File: src/rtl/round_robin_arbiter4.sv
// round_robin_arbiter4
//   Four-way round-robin arbiter for a shared resource. An owner keeps the
//   grant while it keeps requesting, up to HOLD_MAX consecutive cycles. After
//   that the grant is forcibly released and timeout pulses for one cycle.
//   Every release passes through one zero-grant cycle. The search pointer
//   then moves to the requester after the old owner.
//
// Ports
//   clk       : system clock, rising-edge active
//   rst       : asynchronous active-high reset
//   req[3:0]  : request lines, one per requester
//   gnt[3:0]  : one-hot grant (all zero when idle)
//   gnt_idx   : binary index of the current owner (0 when idle)
//   gnt_valid : high while a grant is active
//   timeout   : one-cycle pulse after a forced release at HOLD_MAX
//
// state    | meaning
// ST_IDLE  | no owner; arbitrate on the sampled req at each edge
// ST_GRANT | owner held; count hold cycles, release on drop or HOLD_MAX

module round_robin_arbiter4 #(
  parameter int unsigned HOLD_MAX = 8
) (
  input  logic       clk,
  input  logic       rst,
  input  logic [3:0] req,
  output logic [3:0] gnt,
  output logic [1:0] gnt_idx,
  output logic       gnt_valid,
  output logic       timeout
);

  localparam logic [0:0] ST_IDLE  = 1'b0;
  localparam logic [0:0] ST_GRANT = 1'b1;
  localparam logic [7:0] HOLD_LIMIT = 8'(HOLD_MAX);

  logic [0:0] state;
  logic [7:0] hold_cnt;
  logic [1:0] ptr;

  logic [1:0] cand;
  logic [1:0] pick_idx;
  logic       pick_found;

  // Walk offsets from farthest to nearest so the nearest requester at or
  // after ptr is the last one assigned, and so it wins.
  always_comb begin
    cand       = ptr;
    pick_idx   = ptr;
    pick_found = 1'b0;
    for (int k = 3; k >= 0; k--) begin
      cand = ptr + 2'(k);
      if (req[cand]) begin
        pick_idx   = cand;
        pick_found = 1'b1;
      end
    end
  end

  always_ff @(posedge clk or posedge rst) begin
    if (rst) begin
      state     <= ST_IDLE;
      gnt       <= 4'b0000;
      gnt_idx   <= 2'd0;
      gnt_valid <= 1'b0;
      timeout   <= 1'b0;
      hold_cnt  <= 8'd0;
      ptr       <= 2'd0;
    end else begin
      timeout <= 1'b0;
      if (state == ST_IDLE) begin
        if (pick_found) begin
          state     <= ST_GRANT;
          gnt       <= 4'b0001 << pick_idx;
          gnt_idx   <= pick_idx;
          gnt_valid <= 1'b1;
          hold_cnt  <= 8'd1;
        end
      end else begin
        if (!req[gnt_idx] || (hold_cnt == HOLD_LIMIT)) begin
          // A dropped request takes precedence: a simultaneous drop at
          // HOLD_MAX is an ordinary release with no timeout.
          timeout   <= req[gnt_idx];
          state     <= ST_IDLE;
          gnt       <= 4'b0000;
          gnt_idx   <= 2'd0;
          gnt_valid <= 1'b0;
          hold_cnt  <= 8'd0;
          ptr       <= gnt_idx + 2'd1;
        end else begin
          hold_cnt <= hold_cnt + 8'd1;
        end
      end
    end
  end

endmodule

File: config.mk
export PLATFORM = sky130hd
export DESIGN_NAME = round_robin_arbiter4
export DESIGN_NICKNAME = d
export VERILOG_FILES = /design/src/rtl/round_robin_arbiter4.sv
export SDC_FILE = /design/constraint.sdc
export NUM_CORES = 1
export LEC_CHECK = 0
export BUFFER_PORTS_ARGS = -buffer_cell sky130_fd_sc_hd__buf_4
export CAP_MARGIN = 10
export CORE_UTILIZATION = 41
export DETAILED_ROUTE_END_ITERATION = 10
export PLACE_DENSITY = 0.58
export SLEW_MARGIN = 0
export SYNTH_ARGS = -nofsm -noshare
export SYNTH_HDL_FRONTEND = slang
export SYNTH_SLANG_ARGS = --single-unit
File: constraint.sdc
create_clock -name clk -period 4.6 [get_ports clk]
set_input_delay 1.15 -clock clk [delete_from_list [all_inputs] [get_ports clk]]
set_output_delay 1.15 -clock clk [all_outputs]
set_load 0.02 [all_outputs]
Word-level counts from Yosys, hierarchy flattened
Cells that the tools add are included.

Register bits: 19. Input port bits: 6. Output and inout bits: 8. Word-level logic and storage cells: 60.

Add/sub/neg operators: 5. Order comparisons: 5. Eq/ne operators: 2. Shifts and indexed selects: 1. Mux-type cells: 35. Reductions and logical operators: 5.

Operator list (number): $mux W8 (3); $mux W1 (17); $lt A2 B3 Y1 const B (5); $mux W2 (7); $mux W4 (3); $bmux W1 S2 (5); $add A8 B1 Y8 const B (1); $eq A8 B4 Y1 const B (1); $add A2 B1 Y2 const B (2); $add A2 B2 Y2 const B (2); $reduce_and A2 Y1 (2); $shl A1 B2 Y4 const A (1); $ne A2 B1 Y1 const B (1); $reduce_bool A2 Y1 (1); $logic_not A1 Y1 (1); $logic_or A1 B1 Y1 (1).

Longest topological paths before layout
Gate-level depths: netlist of the first run.

Word-level depth: 10. Depth in mapped cells: 6. Mapped depth without buffers: 6.

Least setup slack after synthesis of the first run
OpenSTA, ideal clock, no wires.

Path type: in2reg. Start: in req[1]. End: reg hold_cnt[4]. Setup time: 0.121 ns. Data arrival time: 2.367 ns. Data required time: 4.479 ns. Slack: 2.112 ns. Cell stages on the path: 6. Buffers on the path: 2. Path through: buf_6 -> mux4_2 -> and2_4 -> buf_6 -> a31o_1 -> a22o_1.

Word-level cells in the longest chain between the ends: 7. Elaborated cells on any way between the ends: 19. Those cells by class: 16 x mux; 3 x reduce/logical.

Ends and longest elaborated chain: start: declaration (RTL line 26) `input logic [3:0] req,`; $bmux W1 S2 (RTL line 53) `if (req[cand]) begin`; $mux W1 (not written as such) (RTL line 53); $mux W1 (4 in a row) (RTL line 53); $reduce_bool A2 Y1 (no line); end signal: assignment (RTL line 91) `hold_cnt <= hold_cnt + 8'd1;`; end: declaration (RTL line 38) `logic [7:0] hold_cnt;`.

Several ways; a longest one is shown, not always the timed one. The select of a mux whose other input is x is not followed. A chain may end at the register's enable or synchronous reset.

Worst setup path after layout of the first run
Start: in req[0]. End: reg hold_cnt[6].

The elaborated chain is that of the path after synthesis.

==> results.tsv, run 1 <==
stage	metric	value	unit
synth	ys_seq_area_frac	0.442	
global_routing	grt_pass1_vias	807	
cells_and_area	drive_above_1_share	0.180	
clock_network	holdBufCountCts	0	
synth	syn_area	1080	sq um
setup_path	arrival	2.52	ns
setup_path	ff2ff_setup_slack	2.81	ns
synth	synthTopCellsByArea	dfrtp_1, inv_1, nand3_1, nor2_1, o22ai_1	
setup_path	crit_end	hold_cnt[6]	
clock_network	root_buffer	clkbuf_4	
sta	setup_violations	0	
floorplan	coreArea	2480	sq um
setup_path	cpPeakStageDelay	0.56	ns
clock_network	cts_buffers	3	
routing	firstDrtPassIters	4	
placed_design	portBuffers	13	
floorplan	rows	18	
routing	drtIter0Drc	19	
setup_path	crit_start	req[0]	
clock_network	cts-resized-gates	0	
clock_network	clk_latency	0.29	ns
synth	synth_edf_count	0	
routing	drt-total-wl	2230	um
setup_path	worstPathCellList	buf_4 > or4_4 > nor2_1 > a22oi_1 > o21ai_0	
placed_design	dp_hpwl	1660	um
synth	yosysMostFrequentCell	dfrtp_1	
clock_network	h-tree-depth	1	
sta	rsz0062_at_grt	false	
synth	synth_top_area_frac	0.442	
floorplan	initial_core_util	0.434	
floorplan	die_x	53.2	um
placed_design	post_dp_cell_area	1190	sq um
run	drv_cap	0	
synth	syn_avg_cell_area	9.52	sq um
sta	timing.setup.tns	0	ns
routing	drc_errors	0	
global_routing	grt_start_max_net_pins	20	
clock_network	numClockSinks	19	
setup_path	crit_path_start_kind	input pin	
placed_design	gp_congestion	0.795	
clock_network	cts_tree	built	
sta	slew_headroom	0.512	
floorplan	die_h	53.2	um
power_and_ir_drop	p_per_area	551	nW/um^2
routing	detail-route-antenna-nets	0	
cells_and_area	fin_area	1210	sq um
sta	fin_skew	0.00307	ns
synth	async_flop_share	1.00	
clock_network	post_cts_buffers	0	
synth	yosysWarnings	0	
power_and_ir_drop	p_leak	0.540	nW
cells_and_area	antennaDiodeCount	0	
routing	wl_per_cell	14.1	um
sta	finalHoldViolCount	0	
global_routing	antenna_found_initial	0	
floorplan	pin_count	14	
cells_and_area	area_delta_synth_final	12.9	%
sta	worstMarginPinSlew	0.731	ns
global_routing	grt_pass1_wl	3610	um
min_path	hp-start	gnt_valid	
run_status	outcome	completed	
synth	ys_seq_elements	19	
global_routing	globalRouteOverflowTotal	0	
setup_path	r2r-end	hold_cnt[7]	
setup_path	worstPathRequired	4.80	ns
synth	netlist_instances	113	
synth	synth_top_cells_by_count	dfrtp_1, inv_1, nor2_1	
routing	avgViaCountPerCell	5.70	
synth	yosysTopAreaCell	dfrtp_1	
cells_and_area	fin_nets	137	
setup_path	worstPathMaxFanout	8	
sta	post-route-period-util	0.504	
synth	yosysUniqueCellTypes	37	
sta	fin_crit	2.32	ns
min_path	hp-class	flip-flop to flip-flop	
routing	dr_total_vias	900	
setup_path	critical_path_class	input pin to flip-flop	
floorplan	dieArea	2830	sq um
setup_path	timing.rr.start	gnt_idx[0]	
clock_network	clk_pin_slew	0.10	ns
global_routing	grt_usage	0.179	
sta	final_max_slew_viol_count	0	
sta	max_freq	0.431	GHz
power_and_ir_drop	irDropWorstVdd	0.307	mV
synth	ys.flop_type	dfrtp_1	
setup_path	cpMaxStageDelayCell	or4_4	
synth	syn-num-nets	121	
clock_network	cts.path.max_buffers	2	
setup_path	setup.worst_path.end_class	flip-flop	
setup_path	reg2reg_depth	4	
## where the power goes
part	switching, mW	internal [mW]	leakage [nW]
combinational	0.169	0.138	0.279
clock	0.0489	0.0337	0.0150
sequential	0.0621	0.217	0.247
total	0.280	0.389	0.540
## cells by family after synthesis
kind of cell	count (synthesis)	share of synthesized area
compound gates	33	0.217
xor+xnor	2	0.0163
simple gates	40	0.193
mux	4	0.0488
flops	19	0.442
fa+ha+maj	2	0.0233
buf+inv	13	0.0593
## flip-flops by register name, summed over array words and instances (netlist names)
register and flops:
gnt 4, gnt_idx 2, gnt_valid 1, hold_cnt 8, ptr 2, state 1
timeout 1
## final cells by class
cell class,instances,area [sq um]
sequential,19,475
fill,257,1260
timing repair buffer,13,97.6
tap,30,37.5
inverter,11,41.3
clock buffer,4,26.3
multi-input combinational,81,537
## per-layer routing
| metal | share of wire | wire length [um] | global-route usage |
|---|---|---|---|
| met1 | 0.46 | 1020 | 0.217 |
| met2 | 0.52 | 1160 | 0.315 |
| met3 | 0.015 | 33 | 0.0259 |
| met4 | 0.0081 | 18 | 0.0658 |
| met5 | 0 | 0 | 0 |
## worst max-delay path: cells and delay by family
family / cells / cell delay (ns)
and+or+nand+nor: 2 / 0.96
AOI/OAI and AO/OA: 2 / 0.27
buffers and inverters: 1 / 0.14
## metrics by stage
stage          power, mW  cells  setup WS [ns]  hold WS, ns   util
2_1_floorplan      0.501    113           2.11        0.476      -
3_3_place_gp       0.585    154           2.01        0.491  0.480
3_5_place_dp       0.592    154           1.98        0.495  0.480
4_1_cts            0.677    158           2.30        0.521  0.490
5_1_grt            0.722    158           2.19        0.540  0.490
6_report           0.670    158           2.28        0.517  0.490
## placed cells by master (no fill, tap or decap), drive strengths merged, types with 3 or more instances in the layout
cell | Yosys | final
a21oi | 6 | 6
buf | 2 | 13
clkbuf | 0 | 4
dfrtp | 19 | 19
inv | 11 | 11
mux2i | 3 | 3
nand2 | 8 | 8
nand2b | 3 | 3
nand3 | 7 | 7
nor2 | 9 | 9
nor2b | 4 | 4
o21ai | 5 | 5
o22ai | 5 | 5
## how the worst min path moves through the flow
stage / endpoint / slack, ns / cells after the start
global route: gnt_valid / 0.54 / 2
floorplan: hold_cnt[3] / 0.48 / 1
finish: gnt_valid / 0.52 / 2
global placement: gnt_valid / 0.49 / 2
detailed placement: gnt_valid / 0.49 / 2
CTS: gnt_valid / 0.52 / 2
No activity file was read; power rests on OpenSTA's default activity.
==> run 2: changes to the inputs <==
--- a/config.mk
+++ b/config.mk
@@ -9,7 +9,7 @@
 export CAP_MARGIN = 10
 export CORE_UTILIZATION = 41
 export DETAILED_ROUTE_END_ITERATION = 10
-export PLACE_DENSITY = 0.58
+export PLACE_DENSITY = 0.6
 export SLEW_MARGIN = 0
 export SYNTH_ARGS = -nofsm -noshare
 export SYNTH_HDL_FRONTEND = slang
==> constraint.sdc (replaced) <==
create_clock -name clk -period 1.9 [get_ports clk]
set_input_delay 0.475 -clock clk [delete_from_list [all_inputs] [get_ports clk]]
set_output_delay 0.475 -clock clk [all_outputs]
set_load 0.02 [all_outputs]
==> run 2 against run 1 <==
Register-to-register slack worse by 2.6 ns. Via count up 4.8%. Wire length up 7.5%. Cell count up 6.3%.
==> results.tsv, run 2 (synthesis results as in run 1) <==
stage	metric	value	unit	change
sta	slew_headroom	0.677		+0.165
clock_network	cts-resized-gates	0		unchanged
cells_and_area	mostFrequentLayoutCell	buf_4		
clock_network	numClockSinks	19		unchanged
sta	max_freq	0.579	GHz	
sta	holdWs	0.194	ns	-0.322 ns
setup_path	worstPathMaxFanout	6		-2
sta	timing.setup.tns	0	ns	unchanged
clock_network	cts_tree	built		
min_path	hp-class	input pin to async pin		
cells_and_area	fin_nets	147		+7.3%
placed_design	gp_congestion	0.832		+4.7%
power_and_ir_drop	irDropWorstVdd	0.723	mV	+140%
floorplan	die_h	53.2	um	unchanged
sta	finalHoldViolCount	0		unchanged
floorplan	pin_count	14		unchanged
setup_path	worstPathRequired	2.07	ns	-2.73 ns
routing	avgViaCountPerCell	5.61		-1.5%
clock_network	root_buffer	clkbuf_4		
routing	detail-route-antenna-nets	0		unchanged
placed_design	dp_hpwl	1810	um	+9.0%
global_routing	globalRouteOverflowTotal	0		unchanged
global_routing	grt_start_max_net_pins	20		unchanged
cells_and_area	reg_top3	hold_cnt: 8 flops, gnt: 4 flops		
routing	drt-total-wl	2400	um	+7.5%
setup_path	crit_path_start_kind	flip-flop		
routing	dr_total_vias	943		+4.8%
floorplan	dieArea	2830	sq um	unchanged
cells_and_area	regMostFlops	hold_cnt		
sta	post-route-period-util	0.908		
cells_and_area	nFillCells	252		-1.9%
power_and_ir_drop	power.total	1.70	mW	+150%
sta	worstMarginPinSlew	0.479	ns	-0.252 ns
power_and_ir_drop	p_leak	0.593	nW	+9.7%
clock_network	cts.path.max_buffers	2		unchanged
cells_and_area	area_delta_synth_final	20.3	%	
setup_path	arrival	1.90	ns	-0.62 ns
clock_network	cts_buffers	3		unchanged
placed_design	post_dp_cell_area	1260	sq um	+6.3%
global_routing	grt_pass1_vias	917		+14%
run_status	outcome	completed		
routing	drc_errors	0		unchanged
sta	setup_violations	0		unchanged
placed_design	portBuffers	13		unchanged
routing	wl_per_cell	14.3	um	+1.1%
clock_network	h-tree-depth	1		unchanged
cells_and_area	fin_area	1290	sq um	+6.6%
setup_path	critical_path_class	flip-flop to flip-flop		
clock_network	clk_pin_slew	0.11	ns	about the same
cells_and_area	mostFrequentLayoutCells	buf_4, dfrtp_1, inv_1		
global_routing	grt_pass1_wl	4190	um	+16%
cells_and_area	multi_input_area	542	sq um	+0.93%
floorplan	initial_core_util	0.434		unchanged
sta	fin_crit	1.73	ns	
setup_path	setup.worst_path.end_class	flip-flop		
cells_and_area	largest_reg_flops	8		unchanged
sta	final_max_slew_viol_count	0		unchanged
cells_and_area	antennaDiodeCount	0		unchanged
sta	rsz0062_at_grt	false		
routing	drtIter0Drc	18		-1
power_and_ir_drop	p_per_area	1310	nW/um^2	+140%
floorplan	rows	18		unchanged
floorplan	coreArea	2480	sq um	unchanged
global_routing	antenna_found_initial	0		unchanged
floorplan	die_x	53.2	um	unchanged
global_routing	grt_usage	0.204		+0.0253
cells_and_area	drive_above_1_share	0.246		+0.0667
run	drv_cap	0		unchanged
routing	firstDrtPassIters	4		unchanged
clock_network	post_cts_buffers	0		unchanged
clock_network	clk_latency	0.29	ns	about the same
cells_and_area	seqCellArea	475	sq um	unchanged
clock_network	holdBufCountCts	0		unchanged
sta	fin_skew	0.00147	ns	-0.00160 ns
==> run 2: final timing paths <==
kind                            start  cells after the start  slack, ns           to
min reg2reg                 gnt_valid                      2       0.52    gnt_valid
max in group asynchronous         rst                      3       1.50  hold_cnt[2]
max                        gnt_idx[0]                      5       0.17  hold_cnt[3]
min in group clk            gnt_valid                      2       0.52    gnt_valid
min                               rst                      3       0.19  hold_cnt[0]
max reg2reg                gnt_idx[0]                      5       0.17  hold_cnt[3]
==> run 2: metrics by stage <==
step | util | instances | setup WS [ns]
floorplan | - | 113 | 0.0664
global placement | 0.510 | 164 | 0.0663
detailed placement | 0.510 | 164 | 0.00626
CTS | 0.521 | 168 | 0.175
global route | 0.523 | 168 | 0.00681
finish | 0.523 | 168 | 0.174
==> run 2: critical path, cell delays in order (launching register included) <==
cell     delay [ns]
dfrtp_1        0.40
mux4_2         0.54
and2_4         0.20
buf_4          0.15
a31oi_1        0.19
mux2i_1        0.12
==> run 2: final cells by class <==
| cell class | count | share of cell area |
|---|---|---|
| Multi-Input combinational cell | 81 | 0.418 |
| Sequential cell | 19 | 0.367 |
| Timing Repair Buffer | 23 | 0.133 |
| Inverter | 11 | 0.0319 |
| Tap cell | 30 | 0.0290 |
| Clock buffer | 4 | 0.0203 |
==> run 2: where the power goes <==
part,internal [mW],leakage [nW],total [mW],switching [mW]
registers,0.526,0.247,0.656,0.130
clock network,0.0816,0.0150,0.204,0.122
logic,0.392,0.331,0.838,0.446
==> run 2: metal layers <==
layer  global-route usage  vias up  share of wire
met4               0.0702        0         0.0092
met1                0.250      458           0.44
met3               0.0287        2          0.022
li1                     -      468              -
met5                    0        -              0
met2                0.358       15           0.53
==> run 3: changes to the inputs <==
--- a/config.mk
+++ b/config.mk
@@ -10,6 +10,7 @@
 export CORE_UTILIZATION = 41
 export DETAILED_ROUTE_END_ITERATION = 10
 export PLACE_DENSITY = 0.6
+export RECOVER_POWER = 25
 export SLEW_MARGIN = 0
 export SYNTH_ARGS = -nofsm -noshare
 export SYNTH_HDL_FRONTEND = slang
==> constraint.sdc (replaced) <==
create_clock -name clk -period 1.9 [get_ports clk]
set_input_delay 0.475 -clock clk [delete_from_list [all_inputs] [get_ports clk]]
set_output_delay 0.475 -clock clk [all_outputs]
set_load 0.01 [all_outputs]
==> run 3 against run 2 <==
Combinational power fell by 6.3%. Critical path depth did not move. Sequential share of layout area rose by 0.11 points. Clock power barely moved. Count of clock-buffer cells in the layout did not move. Critical endpoint unchanged. Maximum frequency barely moved. Critical path type unchanged. First-iteration DRC count did not move.
==> results.tsv, run 3 (synthesis results as in run 1) <==
stage	metric	value	unit	change
setup_path	critical_path_class	flip-flop to flip-flop		
clock_network	clk_pin_slew	0.11	ns	about the same
routing	avgViaCountPerCell	5.61		-0.11%
run_status	outcome	completed		
global_routing	grt_start_max_net_pins	20		unchanged
cells_and_area	area_delta_synth_final	20.0	%	
power_and_ir_drop	internal_power	0.996	mW	-0.38%
clock_network	clk_latency	0.29	ns	about the same
setup_path	arrival	1.90	ns	about the same
clock_network	post_cts_buffers	0		unchanged
global_routing	grt_usage	0.204		unchanged
sta	max_freq	0.579	GHz	about the same
cells_and_area	regMostFlops	hold_cnt		
sta	final_max_slew_viol_count	0		unchanged
power_and_ir_drop	p_per_area	1270	nW/um^2	-2.9%
cells_and_area	nFillCells	251		-0.40%
setup_path	worstPathMaxFanout	6		unchanged
placed_design	gp_congestion	0.832		unchanged
global_routing	grt_pass1_wl	4190	um	unchanged
sta	fin_crit	1.73	ns	+0.000105 ns
global_routing	globalRouteOverflowTotal	0		unchanged
sta	post-route-period-util	0.908		about the same
placed_design	portBuffers	13		unchanged
clock_network	cts.path.max_buffers	2		unchanged
floorplan	dieArea	2830	sq um	unchanged
routing	drc_errors	0		unchanged
clock_network	cts_buffers	3		unchanged
sta	slew_headroom	0.293		-0.384
floorplan	pin_count	14		unchanged
floorplan	initial_core_util	0.434		unchanged
placed_design	dp_hpwl	1810	um	unchanged
sta	rsz0062_at_grt	false		
cells_and_area	drive_above_1_share	0.239		-0.00725
clock_network	holdBufCountCts	0		unchanged
power_and_ir_drop	p_seq_frac	0.399		+0.013
setup_path	setup.worst_path.end_class	flip-flop		
clock_network	cts_tree	built		
cells_and_area	largest_reg_flops	8		unchanged
floorplan	coreArea	2480	sq um	unchanged
run	drv_cap	0		unchanged
cells_and_area	antennaDiodeCount	0		unchanged
clock_network	root_buffer	clkbuf_4		
clock_network	numClockSinks	19		unchanged
setup_path	crit_path_start_kind	flip-flop		
sta	worstMarginPinSlew	1.06	ns	+0.583 ns
cells_and_area	reg_top3	hold_cnt: 8 flops, gnt: 4 flops		
power_and_ir_drop	power.total	1.64	mW	-3.1%
sta	setup_violations	0		unchanged
floorplan	die_x	53.2	um	unchanged
min_path	hp-class	input pin to async pin		
sta	layout_setup_ws	0.174	ns	-0.000105 ns
routing	dr_total_vias	942		-0.11%
cells_and_area	mostFrequentLayoutCell	buf_4		
floorplan	rows	18		unchanged
routing	detail-route-antenna-nets	0		unchanged
power_and_ir_drop	power_frac_comb	0.477		-0.017
power_and_ir_drop	p_clk_frac	0.124		+0.004
routing	drt-total-wl	2400	um	+0.13%
floorplan	die_h	53.2	um	unchanged
power_and_ir_drop	p_leak	0.589	nW	-0.65%
power_and_ir_drop	irDropWorstVdd	0.715	mV	-1.0%
sta	timing.setup.tns	0	ns	unchanged
cells_and_area	mostFrequentLayoutCells	buf_4, dfrtp_1, inv_1		
routing	drtIter0Drc	18		unchanged
placed_design	post-place-ws	0.00626	ns	unchanged
power_and_ir_drop	p_switching	0.649	mW	-7.1%
routing	firstDrtPassIters	4		unchanged
setup_path	worstPathRequired	2.07	ns	about the same
power_and_ir_drop	power_switching_share	0.395		-0.0168
global_routing	antenna_found_initial	0		unchanged
cells_and_area	fin_nets	147		unchanged
clock_network	h-tree-depth	1		unchanged
global_routing	grt_pass1_vias	917		unchanged
sta	finalHoldViolCount	0		unchanged
sta	fin_skew	0.00137	ns	-0.0000971 ns
routing	wl_per_cell	14.3	um	+0.13%
[run 3: changes by cell type in the layout (fill, tap and decap cells not counted), sizes merged]
| cell | previous run | this run |
|---|---|---|
| clkbuf | 4 | 6 |
| buf | 23 | 21 |
[run 3: power groups by stage]
stage          registers (mW)  logic [mW]  clock network [mW]
5_1_grt                 0.683       0.887               0.233
6_report                0.656       0.785               0.204
3_3_place_gp            0.660       0.769                   0
3_5_place_dp            0.665       0.785                   0
2_1_floorplan           0.679       0.485                   0
4_1_cts                 0.657       0.787               0.214
[run 3: per-layer routing]
| layer | GRT usage | part of all wire |
|---|---|---|
| met4 | 0.0702 | 0.0092 |
| met1 | 0.250 | 0.44 |
| met2 | 0.358 | 0.53 |
| met3 | 0.0287 | 0.018 |
| met5 | 0 | 0 |
[run 3: worst paths after layout]
kind / from / end / slack [ns] / depth (start not counted)
worst min-delay path: rst / hold_cnt[0] / 0.50 / 3
worst max-delay path: gnt_idx[0] / hold_cnt[3] / 0.17 / 5
max in group asynchronous: rst / hold_cnt[2] / 0.77 / 3
worst max register to register: gnt_idx[0] / hold_cnt[3] / 0.17 / 5
min in group clk: gnt_valid / gnt_valid / 0.52 / 2
worst min register to register: gnt_valid / gnt_valid / 0.52 / 2
[run 3: area by class of cell]
class                      instances  area [sq um]  share of cell area
timing repair buffer              23           169               0.131
inverter                          11          41.3              0.0320
sequential                        19           475               0.368
clock buffer                       4          26.3              0.0203
tap                               30          37.5              0.0291
multi-input combinational         81           542               0.420
[run 3: metrics by stage]
step / hold WS [ns] / instance area, sq um / utilization / cells
final: 0.499 / 1290 / 0.521 / 168
after global routing: 0.573 / 1290 / 0.521 / 168
after CTS: 0.193 / 1290 / 0.521 / 168
after detailed placement: 0.501 / 1260 / 0.510 / 164
after global placement: 0.494 / 1260 / 0.510 / 164
after floorplan: 0.426 / 1080 / - / 113
[run 3: critical path, stage by stage, from the launching register on]
cell	delay [ns]
dfrtp_1	0.40
mux4_2	0.54
and2_4	0.20
buf_4	0.15
a31oi_1	0.19
mux2i_1	0.12
[run 3: what timing repair did]
action | in CTS | in global routing
endpoints found under the setup margin | 0 | 1
gates resized for setup | 0 | 1
hold endpoints to repair | 0 | 0
